$ cat config.mk
export PLATFORM = sky130hd
export DESIGN_NAME = digit_result_collector_flat
export DESIGN_NICKNAME = d
export VERILOG_FILES = /design/src/rtl/digit_result_collector_if.sv /design/src/rtl/digit_result_collector.sv /design/src/flat_wrapper.sv
export SDC_FILE = /design/constraint.sdc
export NUM_CORES = 1
export LEC_CHECK = 0
export BUFFER_PORTS_ARGS = -buffer_cell sky130_fd_sc_hd__buf_2
export CAP_MARGIN = 20
export CORE_MARGIN = 3
export CORE_UTILIZATION = 45
export CTS_BUF_LIST = sky130_fd_sc_hd__clkbuf_8
export DETAILED_ROUTE_END_ITERATION = 10
export PLACE_DENSITY_LB_ADDON = 0.05
export SLEW_MARGIN = 15
export SYNTH_ARGS = -nofsm -noshare
export SYNTH_HDL_FRONTEND = slang
export SYNTH_SLANG_ARGS = --single-unit
$ cat constraint.sdc
create_clock -name sclk -period 1.65 [get_ports sclk]
set_input_delay 0.0825 -clock sclk [delete_from_list [all_inputs] [get_ports sclk]]
set_output_delay 0.0825 -clock sclk [all_outputs]
set_load 0.01 [all_outputs]
$ cat src/rtl/digit_result_collector_if.sv
// rtl/digit_result_collector_if.sv - classifier-to-collector digit result stream
interface digit_result_collector_if;
    logic       digit_valid;
    logic       digit_ready;
    logic [3:0] digit_class;
    logic       digit_last;

    // classifier side drives results; collector side returns backpressure
    modport master (
        output digit_valid,
        output digit_class,
        output digit_last,
        input  digit_ready
    );

    modport slave (
        input  digit_valid,
        input  digit_class,
        input  digit_last,
        output digit_ready
    );
endinterface

$ cat src/rtl/digit_result_collector.sv
// rtl/digit_result_collector.sv - packs per-frame digit classes into rom_sel, committed on vsync rise
module digit_result_collector #(
    parameter int         HOLD_FRAMES = 8,
    parameter logic [3:0] BLANK_CODE  = 4'hF
) (
    input  logic                     sclk,
    input  logic                     s_rst_n,
    input  logic                     vga_vsync,
    digit_result_collector_if.slave  dig,
    output logic [15:0]              rom_sel,
    output logic                     sel_update,
    output logic                     ovf_o
);
    localparam int              MW         = $clog2(HOLD_FRAMES) + 1;
    localparam logic [MW-1:0]   MISS_LAST  = MW'(HOLD_FRAMES - 1);
    localparam logic [MW-1:0]   MISS_MAX   = {MW{1'b1}};
    localparam logic [15:0]     BLANK_WORD = {4{BLANK_CODE}};

    typedef enum logic {
        ST_COLLECT = 1'b0,
        ST_DONE    = 1'b1
    } state_t;

    state_t          state_q, state_d;
    logic [15:0]     sh_q, sh_d;
    logic [2:0]      wr_idx_q, wr_idx_d;
    logic            ovf_sh_q, ovf_sh_d;
    logic [MW-1:0]   miss_q, miss_d;
    logic            vsync_d;
    logic            ready_q;
    logic [15:0]     rom_sel_d;
    logic            ovf_d;
    logic            upd_d;

    logic            vs_rise;
    logic            accept;
    logic [3:0]      slot_code;

    assign vs_rise         = vga_vsync & ~vsync_d;
    assign accept          = dig.digit_valid & ready_q;
    assign slot_code       = (dig.digit_class <= 4'd9) ? dig.digit_class : BLANK_CODE;
    assign dig.digit_ready = ready_q;

    // previous vsync level for rising-edge detection
    always_ff @(posedge sclk or negedge s_rst_n) begin
        if (!s_rst_n) begin
            vsync_d <= 1'b0;
        end else begin
            vsync_d <= vga_vsync;
        end
    end

    // state, shadow word, counters and committed outputs
    always_ff @(posedge sclk or negedge s_rst_n) begin
        if (!s_rst_n) begin
            state_q    <= ST_COLLECT;
            sh_q       <= BLANK_WORD;
            wr_idx_q   <= 3'd0;
            ovf_sh_q   <= 1'b0;
            miss_q     <= '0;
            ready_q    <= 1'b0;
            rom_sel    <= BLANK_WORD;
            ovf_o      <= 1'b0;
            sel_update <= 1'b0;
        end else begin
            state_q    <= state_d;
            sh_q       <= sh_d;
            wr_idx_q   <= wr_idx_d;
            ovf_sh_q   <= ovf_sh_d;
            miss_q     <= miss_d;
            ready_q    <= (state_d == ST_COLLECT);
            rom_sel    <= rom_sel_d;
            ovf_o      <= ovf_d;
            sel_update <= upd_d;
        end
    end

    // next-state: collect beats into the shadow, commit or blank on vsync rise
    always_comb begin
        state_d   = state_q;
        sh_d      = sh_q;
        wr_idx_d  = wr_idx_q;
        ovf_sh_d  = ovf_sh_q;
        miss_d    = miss_q;
        rom_sel_d = rom_sel;
        ovf_d     = ovf_o;
        upd_d     = 1'b0;
        case (state_q)
            ST_COLLECT: begin
                // a rise while still collecting is a frame without a result
                if (vs_rise) begin
                    if (miss_q == MISS_LAST) begin
                        rom_sel_d = BLANK_WORD;
                        upd_d     = 1'b1;
                        miss_d    = '0;
                    end else if (miss_q != MISS_MAX) begin
                        miss_d = miss_q + MW'(1);
                    end
                end
                if (accept) begin
                    if (wr_idx_q < 3'd4) begin
                        sh_d[{wr_idx_q[1:0], 2'b00} +: 4] = slot_code;
                        wr_idx_d = wr_idx_q + 3'd1;
                    end else begin
                        ovf_sh_d = 1'b1;
                    end
                    if (dig.digit_last) begin
                        state_d = ST_DONE;
                    end
                end
            end
            ST_DONE: begin
                // complete result waits here so the overlay only changes at frame start
                if (vs_rise) begin
                    rom_sel_d = sh_q;
                    ovf_d     = ovf_sh_q;
                    upd_d     = 1'b1;
                    sh_d      = BLANK_WORD;
                    wr_idx_d  = 3'd0;
                    ovf_sh_d  = 1'b0;
                    miss_d    = '0;
                    state_d   = ST_COLLECT;
                end
            end
            default: begin
                state_d = ST_COLLECT;
            end
        endcase
    end
endmodule

$ cat src/flat_wrapper.sv
// flat-port wrapper written by rule: the top's interface ports become plain ports
module digit_result_collector_flat 
#(
    parameter int         HOLD_FRAMES = 8,
    parameter logic [3:0] BLANK_CODE  = 4'hF
)
  (sclk, s_rst_n, vga_vsync, rom_sel, sel_update, ovf_o, dig_digit_valid, dig_digit_class, dig_digit_last, dig_digit_ready);
  digit_result_collector_if dig_i ();
  input  logic sclk;
  input  logic s_rst_n;
  input  logic vga_vsync;
  output logic [15:0] rom_sel;
  output logic sel_update;
  output logic ovf_o;
  input wire logic [$bits(dig_i.digit_valid)-1:0] dig_digit_valid;
  input wire logic [$bits(dig_i.digit_class)-1:0] dig_digit_class;
  input wire logic [$bits(dig_i.digit_last)-1:0] dig_digit_last;
  output wire logic [$bits(dig_i.digit_ready)-1:0] dig_digit_ready;
  assign dig_i.digit_valid = dig_digit_valid;
  assign dig_i.digit_class = dig_digit_class;
  assign dig_i.digit_last = dig_digit_last;
  assign dig_digit_ready = dig_i.digit_ready;
  digit_result_collector #(.HOLD_FRAMES(HOLD_FRAMES), .BLANK_CODE(BLANK_CODE)) u_core (.sclk(sclk), .s_rst_n(s_rst_n), .vga_vsync(vga_vsync), .dig(dig_i), .rom_sel(rom_sel), .sel_update(sel_update), .ovf_o(ovf_o));
endmodule
After elaboration in Yosys (flattened, before gate mapping)
Index checks and enable logic that the tools add are counted.
{"block": "totals", "out_inout_bits": 19, "in_bits": 9, "regBits": 45, "word_cells": 67}
{"block": "op_classes", "bitwise": 5, "n_mux": 31, "eq_ne": 9, "order_cmp": 2, "shift": 2, "n_addsub": 3, "n_reduce_logical": 5}
{"op": "16-bit 2-to-1 mux", "count": 6}
{"op": "16-bit one-hot mux with 2 select lines", "count": 2}
{"op": "4-bit 2-to-1 mux", "count": 5}
{"op": "16-bit bitwise mux", "count": 1}
{"op": "4-bit by 6-bit variable shift with 16-bit output (first input constant)", "count": 1}
{"op": "4-bit by 6-bit indexed part select with 16-bit output", "count": 1}
{"op": "3-bit AND reduction", "count": 4}
{"op": "1-bit 2-to-1 mux", "count": 9}
{"op": "3-bit 2-to-1 mux", "count": 3}
{"op": "2-bit by 1-bit inequality test with 1-bit output (second input constant)", "count": 4}
{"op": "4-bit one-hot mux with 2 select lines", "count": 1}
{"op": "4-bit negator with 6-bit output", "count": 1}
{"op": "1-bit one-hot mux with 2 select lines", "count": 3}
{"op": "3-bit one-hot mux with 2 select lines", "count": 1}
{"op": "4-bit by 1-bit adder with 4-bit output (second input constant)", "count": 1}
{"op": "4-bit by 3-bit equality test with 1-bit output (second input constant)", "count": 1}
{"op": "4-bit <= comparator (second input constant)", "count": 1}
{"op": "2-bit inequality test (second input constant)", "count": 2}
{"op": "4-bit inequality test (second input constant)", "count": 1}
{"op": "3-bit by 1-bit adder with 3-bit output (second input constant)", "count": 1}
{"op": "3-bit < comparator (second input constant)", "count": 1}
{"op": "3-bit by 1-bit inequality test with 1-bit output (second input constant)", "count": 1}
{"op": "1-bit NOT", "count": 3}
{"op": "1-bit AND", "count": 2}
{"op": "2-bit AND reduction", "count": 1}

Logic depth before layout (Yosys ltp)
Gate-level depths: netlist (run 1).
{"block": "logic_depth", "ltp_word": 7, "ltp_mapped": 5, "depth_no_buf": 5}

Worst setup path before layout (run 1)
Ideal clock, no wire load.
{"block": "synth_path", "path_kind": "reg2reg", "startpoint": "register u_core.wr_idx_q[0]", "endpoint": "register u_core.sh_q[9]", "n_path_buf": 0, "t_arrival_ns": 1.556, "setup_slack_ns": 0.005, "t_required_ns": 1.561, "period_less_slack_ns": 1.645, "path_stages_with_launch": 6, "cell_sequence": "dfrtp_1 > inv_1 > ha_1 > and4bb_2 > a2111oi_2 > nor3_1"}
{"block": "synth_via", "elab_chain_cells": 6, "elab_cells_between_ends": 10, "classes_between": "1 x add/sub; 1 x order compare; 1 x eq/ne; 2 x shift; 4 x mux; 1 x reduce/logical"}
{"element": "from (decl)", "line": "digit_result_collector.sv:26", "rtl": "logic [2:0] wr_idx_q, wr_idx_d;"}
{"element": "from (signal assigned)", "line": "digit_result_collector.sv:68", "rtl": "wr_idx_q <= wr_idx_d;"}
{"element": "4-bit negator with 6-bit output", "line": "digit_result_collector.sv:102", "rtl": "sh_d[{wr_idx_q[1:0], 2'b00} +: 4] = slot_code;"}
{"element": "4-bit by 6-bit indexed part select with 16-bit output or 4-bit by 6-bit variable shift with 16-bit output (tied branches)", "line": "digit_result_collector.sv:102"}
{"element": "16-bit bitwise mux", "line": "digit_result_collector.sv:102"}
{"element": "16-bit 2-to-1 mux", "line": "digit_result_collector.sv:101", "rtl": "if (wr_idx_q < 3'd4) begin"}
{"element": "16-bit 2-to-1 mux", "line": "digit_result_collector.sv:100", "rtl": "if (accept) begin"}
{"element": "16-bit one-hot mux with 2 select lines", "line": "digit_result_collector.sv:88", "rtl": "case (state_q)"}
{"element": "to (signal assigned)", "line": "digit_result_collector.sv:57", "rtl": "sh_q <= BLANK_WORD;"}
{"element": "to (signal assigned)", "line": "digit_result_collector.sv:67", "rtl": "sh_q <= sh_d;"}
{"element": "to (decl)", "line": "digit_result_collector.sv:25", "rtl": "logic [15:0] sh_q, sh_d;"}
Parallel ways exist; a longest one is shown, timed or not. The select of a mux whose other input is x is not followed.
A chain may end at the register's enable or synchronous reset.

Final worst setup path (run 1)
{"block": "layout_path", "startpoint": "register u_core.wr_idx_q[1]", "endpoint": "register u_core.sh_q[9]"}
The elaborated chain is that of the path after synthesis.

==> out/qor.yml, run 1 <==
synth:
  synth_edf_count: 0
  synth_cell_type_count: 44
  syn-instance-count: 185
  synth_ff_type: "dfstp_2"
  synth_top_cell_area_share_pct: 39.1
  syn_nets: 200
  synth_top_area_cell: "dfstp_2"
  synth.area.top_cells: "dfstp_2, dfrtp_1, o22a_1, ha_1, a21oi_1"
  synth-warning-count: 0
  syn_avg_cell_area_sq_um: 11.6
  ys_ff_latch: 45
  async_flop_share_pct: 100
  syn-cell-area_sq_um: 2150
  ys_seq_area_share_pct: 54.2
finish:
  drive_gt1_share_pct: 38.8
  fin_cells: 276
  fillers: 386
  diodes: 0
  area_growth_pct: 18.6
  final_cell_mix: "dfstp_2, buf_2, a21oi_1"
  final_common_cell: "dfstp_2"
  finish.net_count: 238
outcome:
  outcome: "complete, no violations"
routing:
  wire_per_inst_microns: 17.0
  drcViolationCount: 0
  drtIter0Drc: 120
  routed_wl_microns: 4700
  drt.antenna.violating_nets: 0
  viasPerCell: 5.83
  dr.pass1.iters: 6
  via_count: 1609
cts:
  clock_latency_ns: 0.30
  cts_tree: "built"
  post_cts_buffers: 0
  cts_made_buffers: 5
  clock-sinks: 45
  clockRootBuffer: "clkbuf_8"
  cts_buffer_depth: 2
  path_clk_slew_ns: 0.08
  htreeDepth: 2
grt:
  grt_pass1_vias: 1577
  groute.usage.overall_pct: 18.3
  grt_pass1_wl_microns: 7750
  grt_max_degree: 29
  overflow: 0
  antenna_found_initial: 0
die:
  start_util_pct: 48.1
  die_w_microns: 75.1
  dieArea_sq_um: 5650
  die_y_microns: 75.1
  std_cell_rows: 24
  io_pins: 28
  coreArea_sq_um: 4470
place:
  pre_cts_ws_ns: 0.0748
  io_buffers: 27
  globalplace.congestion: 0.867
  placed_cells: 266
  hpwl_microns: 3340
sta:
  setup_viol: 0
  relSlewSlack_pct: 66.3
  worst_slack_ns: 0.0650
  finalCritPeriodShare_pct: 96.1
  fin_crit_ns: 1.58
  worstMarginPinSlew_ns: 0.506
  skew_ns: 0.00645
  fmax_ghz: 0.631
  drv_slew: 0
  fin_setup_tns_ns: 0
  hold_viol_final: 0
setup_path:
  timing.rr.end: "u_core.sh_q[9]$_DFFE_PN1P_"
  rrSetupSlack_ns: 0.07
  r2r_start: "u_core.wr_idx_q[1]$_DFFE_PN0P_"
  cp_max_fo: 5
  cp.required_ns: 1.86
  crit_end: "u_core.sh_q[9]$_DFFE_PN1P_"
  cp-end-kind: "flip-flop"
  r2r_cells: 5
  crit_arrival_ns: 1.80
  worstSetupStartpointType: "flip-flop"
  crit_start: "u_core.wr_idx_q[1]$_DFFE_PN0P_"
  critical_path_class: "flip-flop to flip-flop"
power:
  ir_drop_uv: 797
  p_leak_nw: 1.07
  powerDensity_nw_per_um2: 1840
run:
  cap_violations: 0
worst_hold_path:
  hp-class: "primary input to flip-flop"
[worst max-delay path: stages (launching register included)]
cell	delay, ns
dfrtp_1	0.38
inv_1	0.13
ha_4	0.23
and4bb_2	0.28
a2111oi_4	0.37
nor3_1	0.10
[through the flow]
stage               power, mW  area [sq um]  hold WS [ns]  utilization [%]
finish                   4.68          2550        0.0651             57.0
global route             5.03          2550        0.0546             57.0
CTS                      4.67          2530        0.0446             56.5
detailed placement       3.90          2400        0.0844             53.7
global placement         3.82          2400        0.0712             53.7
floorplan                3.28          2150        -0.213                -
[worst min path at each step]
stage	depth (start not counted)	start	to	slack [ns]
3_3_place_gp	1	s_rst_n	u_core.miss_q[2]$_DFFE_PN0P_	0.07
4_1_cts	3	dig_digit_last	u_core.state_q$_DFF_PN0_	0.04
5_1_grt	3	dig_digit_last	u_core.state_q$_DFF_PN0_	0.05
2_1_floorplan	0	s_rst_n	u_core.dig.digit_ready$_DFF_PN0_	-0.21
6_report	3	dig_digit_last	u_core.state_q$_DFF_PN0_	0.07
3_5_place_dp	1	s_rst_n	u_core.miss_q[2]$_DFFE_PN0P_	0.08
[per-layer routing]
| metal | vias to the layer above | part of all wire [%] | GRT usage, % |
|---|---|---|---|
| li1 | 778 | - | - |
| met4 | 0 | 1.8 | 6.02 |
| met5 | - | 0 | 0 |
| met3 | 8 | 4.1 | 4.67 |
| met1 | 784 | 46 | 24.6 |
| met2 | 39 | 48 | 29.1 |
[Yosys cell counts, drive strengths merged (2+ instances only)]
cell / instances
dfstp: 32
a21oi: 15
o21ai: 15
dfrtp: 13
o22a: 13
buf: 10
inv: 9
a31oi: 8
a211oi: 7
ha: 6
a2bb2oi: 5
nand2: 5
o21a: 5
nor2: 4
a21o: 3
and4bb: 3
nand3: 3
nor3: 3
o31ai: 3
a41oi: 2
nor2b: 2
or3: 2
[area by class of cell]
type | count | area [sq um] | share of cell area, %
well taps | 52 | 65.1 | 2.55
multi-input cells | 120 | 895 | 35.1
clock inverters | 1 | 5.00 | 0.196
clock buffers | 7 | 96.3 | 3.78
flip-flops and latches | 45 | 1170 | 45.7
repair buffers | 42 | 290 | 11.4
inverters | 9 | 33.8 | 1.32
[registers in the layout, summed over array words and instances (netlist names)]
| signal | flops |
|---|---|
| u_core.dig.digit_ready | 1 |
| u_core.miss_q | 4 |
| u_core.ovf_o | 1 |
| u_core.ovf_sh_q | 1 |
| u_core.rom_sel | 16 |
| u_core.sel_update | 1 |
| u_core.sh_q | 16 |
| u_core.state_q | 1 |
| u_core.vsync_d | 1 |
| u_core.wr_idx_q | 3 |
[where the power goes]
| part | internal (mW) | switching [mW] |
|---|---|---|
| Sequential | 1.83 | 0.296 |
| Clock | 0.379 | 0.362 |
| Combinational | 0.876 | 0.946 |
[logic make-up after synthesis]
kind of cell | Yosys count | synth area share, %
compound gates | 81 | 26.5
flops | 45 | 54.2
simple gates | 30 | 9.07
buf+inv | 20 | 5.35
fa+ha+maj | 6 | 3.49
mux | 2 | 0.989
xor+xnor | 1 | 0.407
[what timing repair did]
| action | in CTS | in global routing |
|---|---|---|
| gates resized for setup | 0 | 2 |
| hold buffers | 2 | 0 |
| hold endpoints to repair | 13 | 0 |
| setup endpoints to repair | 0 | 1 |
Power figures use the tool's default switching activity.
==> inputs of run 2 (changes only) <==
--- a/config.mk
+++ b/config.mk
@@ -8,7 +8,7 @@
 export BUFFER_PORTS_ARGS = -buffer_cell sky130_fd_sc_hd__buf_2
 export CAP_MARGIN = 20
 export CORE_MARGIN = 3
-export CORE_UTILIZATION = 45
+export CORE_UTILIZATION = 35
 export CTS_BUF_LIST = sky130_fd_sc_hd__clkbuf_8
 export DETAILED_ROUTE_END_ITERATION = 10
 export PLACE_DENSITY_LB_ADDON = 0.05
==> run 2 against run 1 <==
Against the previous run:
- via count up 0.37%
- sequential share of layout area down 0.16 points
- final cell count up 7.6%
- count of clock-buffer cells in the layout unchanged
- routed wire length up 3.3%
- largest cell class unchanged
- highest routed layer unchanged
==> out/qor.yml, run 2 (synthesized netlist as in run 1, its figures left out) <==
cts:
  clockRootBuffer: "clkbuf_8"
  htreeDepth: 2
  cts_buffer_depth: 2
  cts_tree: "built"
  clock-sinks: 45
  cts_made_buffers: 5
  clock_latency_ns: 0.29
  path_clk_slew_ns: 0.08
sta:
  worstMarginPinSlew_ns: 0.464
  skew_ns: 0.00469
  worst_slack_ns: 0.0864
  setup_viol: 0
  relSlewSlack_pct: 69.0
  hold_viol_final: 0
  drv_slew: 0
  fin_crit_ns: 1.56
  finalCritPeriodShare_pct: 94.8
  hold_ws_ns: 0.0698
  rsz0062_at_grt: "true"
  fmax_ghz: 0.640
die:
  coreArea_sq_um: 5710
  io_pins: 28
  dieArea_sq_um: 7120
  die_y_microns: 84.4
  die_w_microns: 84.4
  start_util_pct: 37.7
  std_cell_rows: 27
finish:
  top_regs: "u_core.rom_sel (16), u_core.sh_q (16), u_core.miss_q (4)"
  finish.net_count: 239
  final_cell_mix: "dfstp_2, buf_2, a21oi_1"
  multi_input_area_sq_um: 871
  drive_gt1_share_pct: 39.1
  area_growth_pct: 19.0
  final_common_cell: "dfstp_2"
  fin_cells: 297
  seqCellArea_sq_um: 1170
  diodes: 0
  fillers: 551
grt:
  overflow: 0
  grt_pass1_wl_microns: 8400
  grt_max_degree: 31
  antenna_found_initial: 0
  grt_pass1_vias: 1673
  groute.usage.overall_pct: 14.5
power:
  clockPowerShare_pct: 15.9
  ir_drop_uv: 689
  pwr-share-seq_pct: 45.4
  power.switching_mw: 1.60
  comb_power_share_pct: 38.7
  p_sw_share_pct: 34.1
  p_leak_nw: 1.07
  intPower_mw: 3.08
  powerDensity_nw_per_um2: 1820
  power_mw: 4.67
place:
  placed_cells: 286
  hpwl_microns: 3470
  io_buffers: 27
  pre_cts_ws_ns: 0.0427
  globalplace.congestion: 0.872
worst_hold_path:
  hp-class: "primary input to flip-flop"
setup_path:
  crit_arrival_ns: 1.78
  cp.required_ns: 1.87
  cp-end-kind: "flip-flop"
  rrSetupSlack_ns: 0.09
  critical_path_class: "flip-flop to flip-flop"
  cp_max_fo: 4
  worstSetupStartpointType: "flip-flop"
run:
  cap_violations: 0
routing:
  viasPerCell: 5.44
  via_count: 1615
  wire_per_inst_microns: 16.3
  routed_wl_microns: 4860
  drt.antenna.violating_nets: 0
  drcViolationCount: 0
  drtIter0Drc: 94
  dr.pass1.iters: 4
outcome:
  outcome: "complete, no violations"
## run 2: worst paths after layout
path | startpoint | endpoint | depth (start not counted)
setup / recovery | u_core.wr_idx_q[1]$_DFFE_PN0P_ | u_core.sh_q[9]$_DFFE_PN1P_ | 5
hold / removal | dig_digit_last | u_core.state_q$_DFF_PN0_ | 3
setup reg to reg | u_core.wr_idx_q[1]$_DFFE_PN0P_ | u_core.sh_q[9]$_DFFE_PN1P_ | 5
hold reg to reg | u_core.sh_q[5]$_DFFE_PN1P_ | u_core.rom_sel[5]$_DFFE_PN1P_ | 2
max in group asynchronous | s_rst_n | u_core.sh_q[13]$_DFFE_PN1P_ | 3
min in group asynchronous | s_rst_n | u_core.sel_update$_DFF_PN0_ | 2
## run 2: power by group through the flow
| stage | registers [mW] | logic (mW) | clock network, mW |
|---|---|---|---|
| after floorplan | 2.21 | 1.07 | 0 |
| after global placement | 2.12 | 1.74 | 0 |
| after detailed placement | 2.15 | 1.78 | 0 |
| after CTS | 2.13 | 1.80 | 0.769 |
| after global routing | 2.19 | 2.02 | 0.819 |
| final | 2.12 | 1.81 | 0.745 |
## run 2: critical path, stage by stage (launching register included)
cell and delay, ns:
dfrtp_1 0.40, inv_1 0.10, ha_1 0.26, and4bb_2 0.27
a2111oi_2 0.36, nor3_1 0.10
## run 2: layout make-up
class / count / share of cell area (%)
Tap cell: 72 / 3.52
Inverter: 9 / 1.32
Clock inverter: 1 / 0.196
Multi-Input combinational cell: 120 / 34.0
Timing Repair Buffer: 43 / 11.6
Sequential cell: 45 / 45.6
Clock buffer: 7 / 3.76
## run 2: per-layer routing
metal / GRT usage, % / up-vias / wire (microns)
met3: 4.02 / 5 / 229
met1: 20.5 / 795 / 2360
met5: 0 / - / 0
li1: - / 781 / -
met4: 4.17 / 0 / 60
met2: 21.7 / 34 / 2210
## run 2: through the flow
| step | utilization, % | area, sq um | TNS (ns) |
|---|---|---|---|
| 3_5_place_dp | 42.6 | 2430 | 0 |
| 6_report | 44.8 | 2560 | 0 |
| 4_1_cts | 44.7 | 2550 | 0 |
| 5_1_grt | 44.8 | 2560 | -0.00965 |
| 3_3_place_gp | 42.6 | 2430 | 0 |
| 2_1_floorplan | - | 2150 | 0 |
## run 2: what timing repair did
item | 4_1_cts | 5_1_grt
endpoints found under the setup margin | 0 | 5
buffers inserted | 0 | 1
hold buffers | 2 | 0
gates resized for setup | 0 | 2
hold endpoints to repair | 10 | 0
==> inputs of run 3 (changes only) <==
==> constraint.sdc (replaced) <==
create_clock -name sclk -period 1.53 [get_ports sclk]
set_input_delay 0.0765 -clock sclk [delete_from_list [all_inputs] [get_ports sclk]]
set_output_delay 0.0765 -clock sclk [all_outputs]
set_load 0.01 [all_outputs]
==> run 3 against run 2 <==
Against the previous run:
- clock power fell by 4.7%
- count of clock-buffer cells in the layout is 2 lower
- sequential cell count unchanged
- highest routed layer unchanged
- sequential share of layout area is 1.1 points lower
- power up 8.8%
- utilization increased by 1.1 points
- setup slack worse by 0.042 ns
- maximum frequency is 5.2% higher
- design area grew 2.5%
- via count grew 1.7%
- largest power group unchanged
- die area is the same
- clock skew increased by 0.0054 ns
==> out/qor.yml, run 3 (synthesized netlist as in run 1, its figures left out) <==
outcome:
  outcome: "complete, no violations"
setup_path:
  worst-path-buf-inv: 1
  crit_family: "flip-flops"
  r2r_cells: 5
  crit_path_cell_trace: "inv_2 -> ha_4 -> and4bb_2 -> a31o_2 -> a21o_1"
  worstSetupStartpointType: "flip-flop"
  cp-end-kind: "flip-flop"
  r2r_start: "u_core.wr_idx_q[0]$_DFFE_PN0P_"
  rrSetupSlack_ns: 0.04
  critPathSlowestCell: "dfrtp_2"
  max_stage_delay_ns: 0.40
  cp_max_fo: 5
  critical_path_class: "flip-flop to flip-flop"
  crit_arrival_ns: 1.72
  timing.rr.end: "u_core.sh_q[15]$_DFFE_PN1P_"
  cp.required_ns: 1.76
die:
  dieArea_sq_um: 7120
  std_cell_rows: 27
  coreArea_sq_um: 5710
  start_util_pct: 37.7
  die_y_microns: 84.4
  io_pins: 28
  die_w_microns: 84.4
cts:
  path_clk_slew_ns: 0.08
  clock_latency_ns: 0.30
  cts_made_buffers: 5
  clockRootBuffer: "clkbuf_8"
  cts_buffer_depth: 2
  cts_tree: "built"
  post_cts_buffers: 0
  htreeDepth: 2
  clock-sinks: 45
power:
  p_leak_nw: 1.10
  powerDensity_nw_per_um2: 1940
  ir_drop_uv: 683
sta:
  rsz0062_at_grt: "true"
  fin_crit_ns: 1.49
  drv_slew: 0
  skew_ns: 0.0101
  hold_viol_final: 0
  relSlewSlack_pct: 61.2
  worstMarginPinSlew_ns: 0.582
  finalCritPeriodShare_pct: 97.1
  setup_viol: 0
  fmax_ghz: 0.673
  fin_setup_tns_ns: 0
routing:
  drt.antenna.violating_nets: 0
  via_count: 1642
  drtIter0Drc: 98
  routed_wl_microns: 4930
  viasPerCell: 5.35
  drcViolationCount: 0
  dr.pass1.iters: 6
  wire_per_inst_microns: 16.1
worst_hold_path:
  whs_endpoint: "u_core.state_q$_DFF_PN0_"
  hold_start: "dig_digit_last"
  hp-class: "primary input to flip-flop"
  hold_depth: 3
grt:
  grt_pass1_vias: 1654
  antenna_found_initial: 0
  grt_pass1_wl_microns: 8220
  overflow: 0
  groute.usage.overall_pct: 14.2
  grt_max_degree: 46
finish:
  drive_gt1_share_pct: 44.3
  postLayoutCellArea_sq_um: 2630
  final_cell_mix: "dfstp_2, buf_2, buf_4"
  final_common_cell: "dfstp_2"
  finish.net_count: 249
  diodes: 0
  fin_cells: 307
  top_regs: "u_core.rom_sel (16), u_core.sh_q (16), u_core.miss_q (4)"
  area_growth_pct: 22.0
place:
  placed_cells: 297
  hpwl_microns: 3430
  io_buffers: 27
  dpl-instance-area_sq_um: 2500
  globalplace.congestion: 0.865
run:
  cap_violations: 0
[run 3: changes by cell type in the layout (fill, tap and decap cells not counted), moves of 2 or more]
cell | before | now
ha_2 | 0 | 3
clkbuf_8 | 7 | 5
buf_4 | 11 | 23
buf_12 | 3 | 1
ha_1 | 6 | 2
[run 3: worst max-delay path by stage]
| stage | end | start | cells past startpoint | slack, ns |
|---|---|---|---|---|
| after floorplan | u_core.sh_q[9]$_DFFE_PN1P_ | u_core.wr_idx_q[0]$_DFFE_PN0P_ | 5 | 0.03 |
| after global placement | u_core.sh_q[9]$_DFFE_PN1P_ | u_core.wr_idx_q[0]$_DFFE_PN0P_ | 5 | 0.04 |
| after detailed placement | u_core.sh_q[9]$_DFFE_PN1P_ | u_core.wr_idx_q[0]$_DFFE_PN0P_ | 5 | -0.02 |
| after CTS | u_core.sh_q[9]$_DFFE_PN1P_ | u_core.wr_idx_q[0]$_DFFE_PN0P_ | 5 | 0.004 |
| after global routing | u_core.sh_q[15]$_DFFE_PN1P_ | u_core.wr_idx_q[0]$_DFFE_PN0P_ | 5 | -0.009 |
| final | u_core.sh_q[15]$_DFFE_PN1P_ | u_core.wr_idx_q[0]$_DFFE_PN0P_ | 5 | 0.04 |
[run 3: power breakdown]
| part | leakage, nW | switching [mW] | total (mW) | internal [mW] |
|---|---|---|---|---|
| clock | 0.0491 | 0.400 | 0.710 | 0.311 |
| sequential | 0.497 | 0.316 | 2.29 | 1.97 |
| combinational | 0.552 | 1.04 | 2.09 | 1.04 |
[run 3: cell type report]
| type | instances | area [sq um] |
|---|---|---|
| Clock buffer | 5 | 68.8 |
| Clock inverter | 3 | 13.8 |
| Fill cell | 549 | 3080 |
| Inverter | 9 | 33.8 |
| Multi-Input combinational cell | 120 | 903 |
| Sequential cell | 45 | 1170 |
| Tap cell | 72 | 90.1 |
| Timing Repair Buffer | 53 | 348 |
[run 3: per-stage QoR]
step / power [mW] / hold WS, ns / util, % / setup WS, ns
2_1_floorplan: 3.59 / -0.219 / - / 0.0312
3_3_place_gp: 4.28 / 0.182 / 43.9 / 0.0379
3_5_place_dp: 4.35 / 0.194 / 43.9 / -0.0218
4_1_cts: 5.11 / 0.0610 / 45.9 / 0.00365
5_1_grt: 5.47 / 0.0549 / 46.0 / -0.00886
6_report: 5.08 / 0.0742 / 46.0 / 0.0443
[run 3: worst reg2reg max path: cells and delay by family, from the launching register on]
kind	cells	cell delay, ns
flip-flops	1	0.40
AO/OA/AOI/OAI	2	0.39
adder cells (fa/ha/maj)	1	0.28
AND/OR/NAND/NOR	1	0.28
buffers and inverters	1	0.06
[run 3: what timing repair did]
item,4_1_cts,5_1_grt
setup endpoints to repair,1,15
hold endpoints to repair,14,0
pin swaps,0,3
hold buffers,2,0
gates resized for setup,1,5
[run 3: per-layer routing]
layer  wire length (microns)  track usage [%]  vias up  share of wire, %
li1                        -                -      796                 -
met3                     193             3.43        5               3.9
met5                       0                0        -                 0
met4                      53             4.17        0               1.1
met1                    2410             19.4      802                49
met2                    2270             22.5       39                46
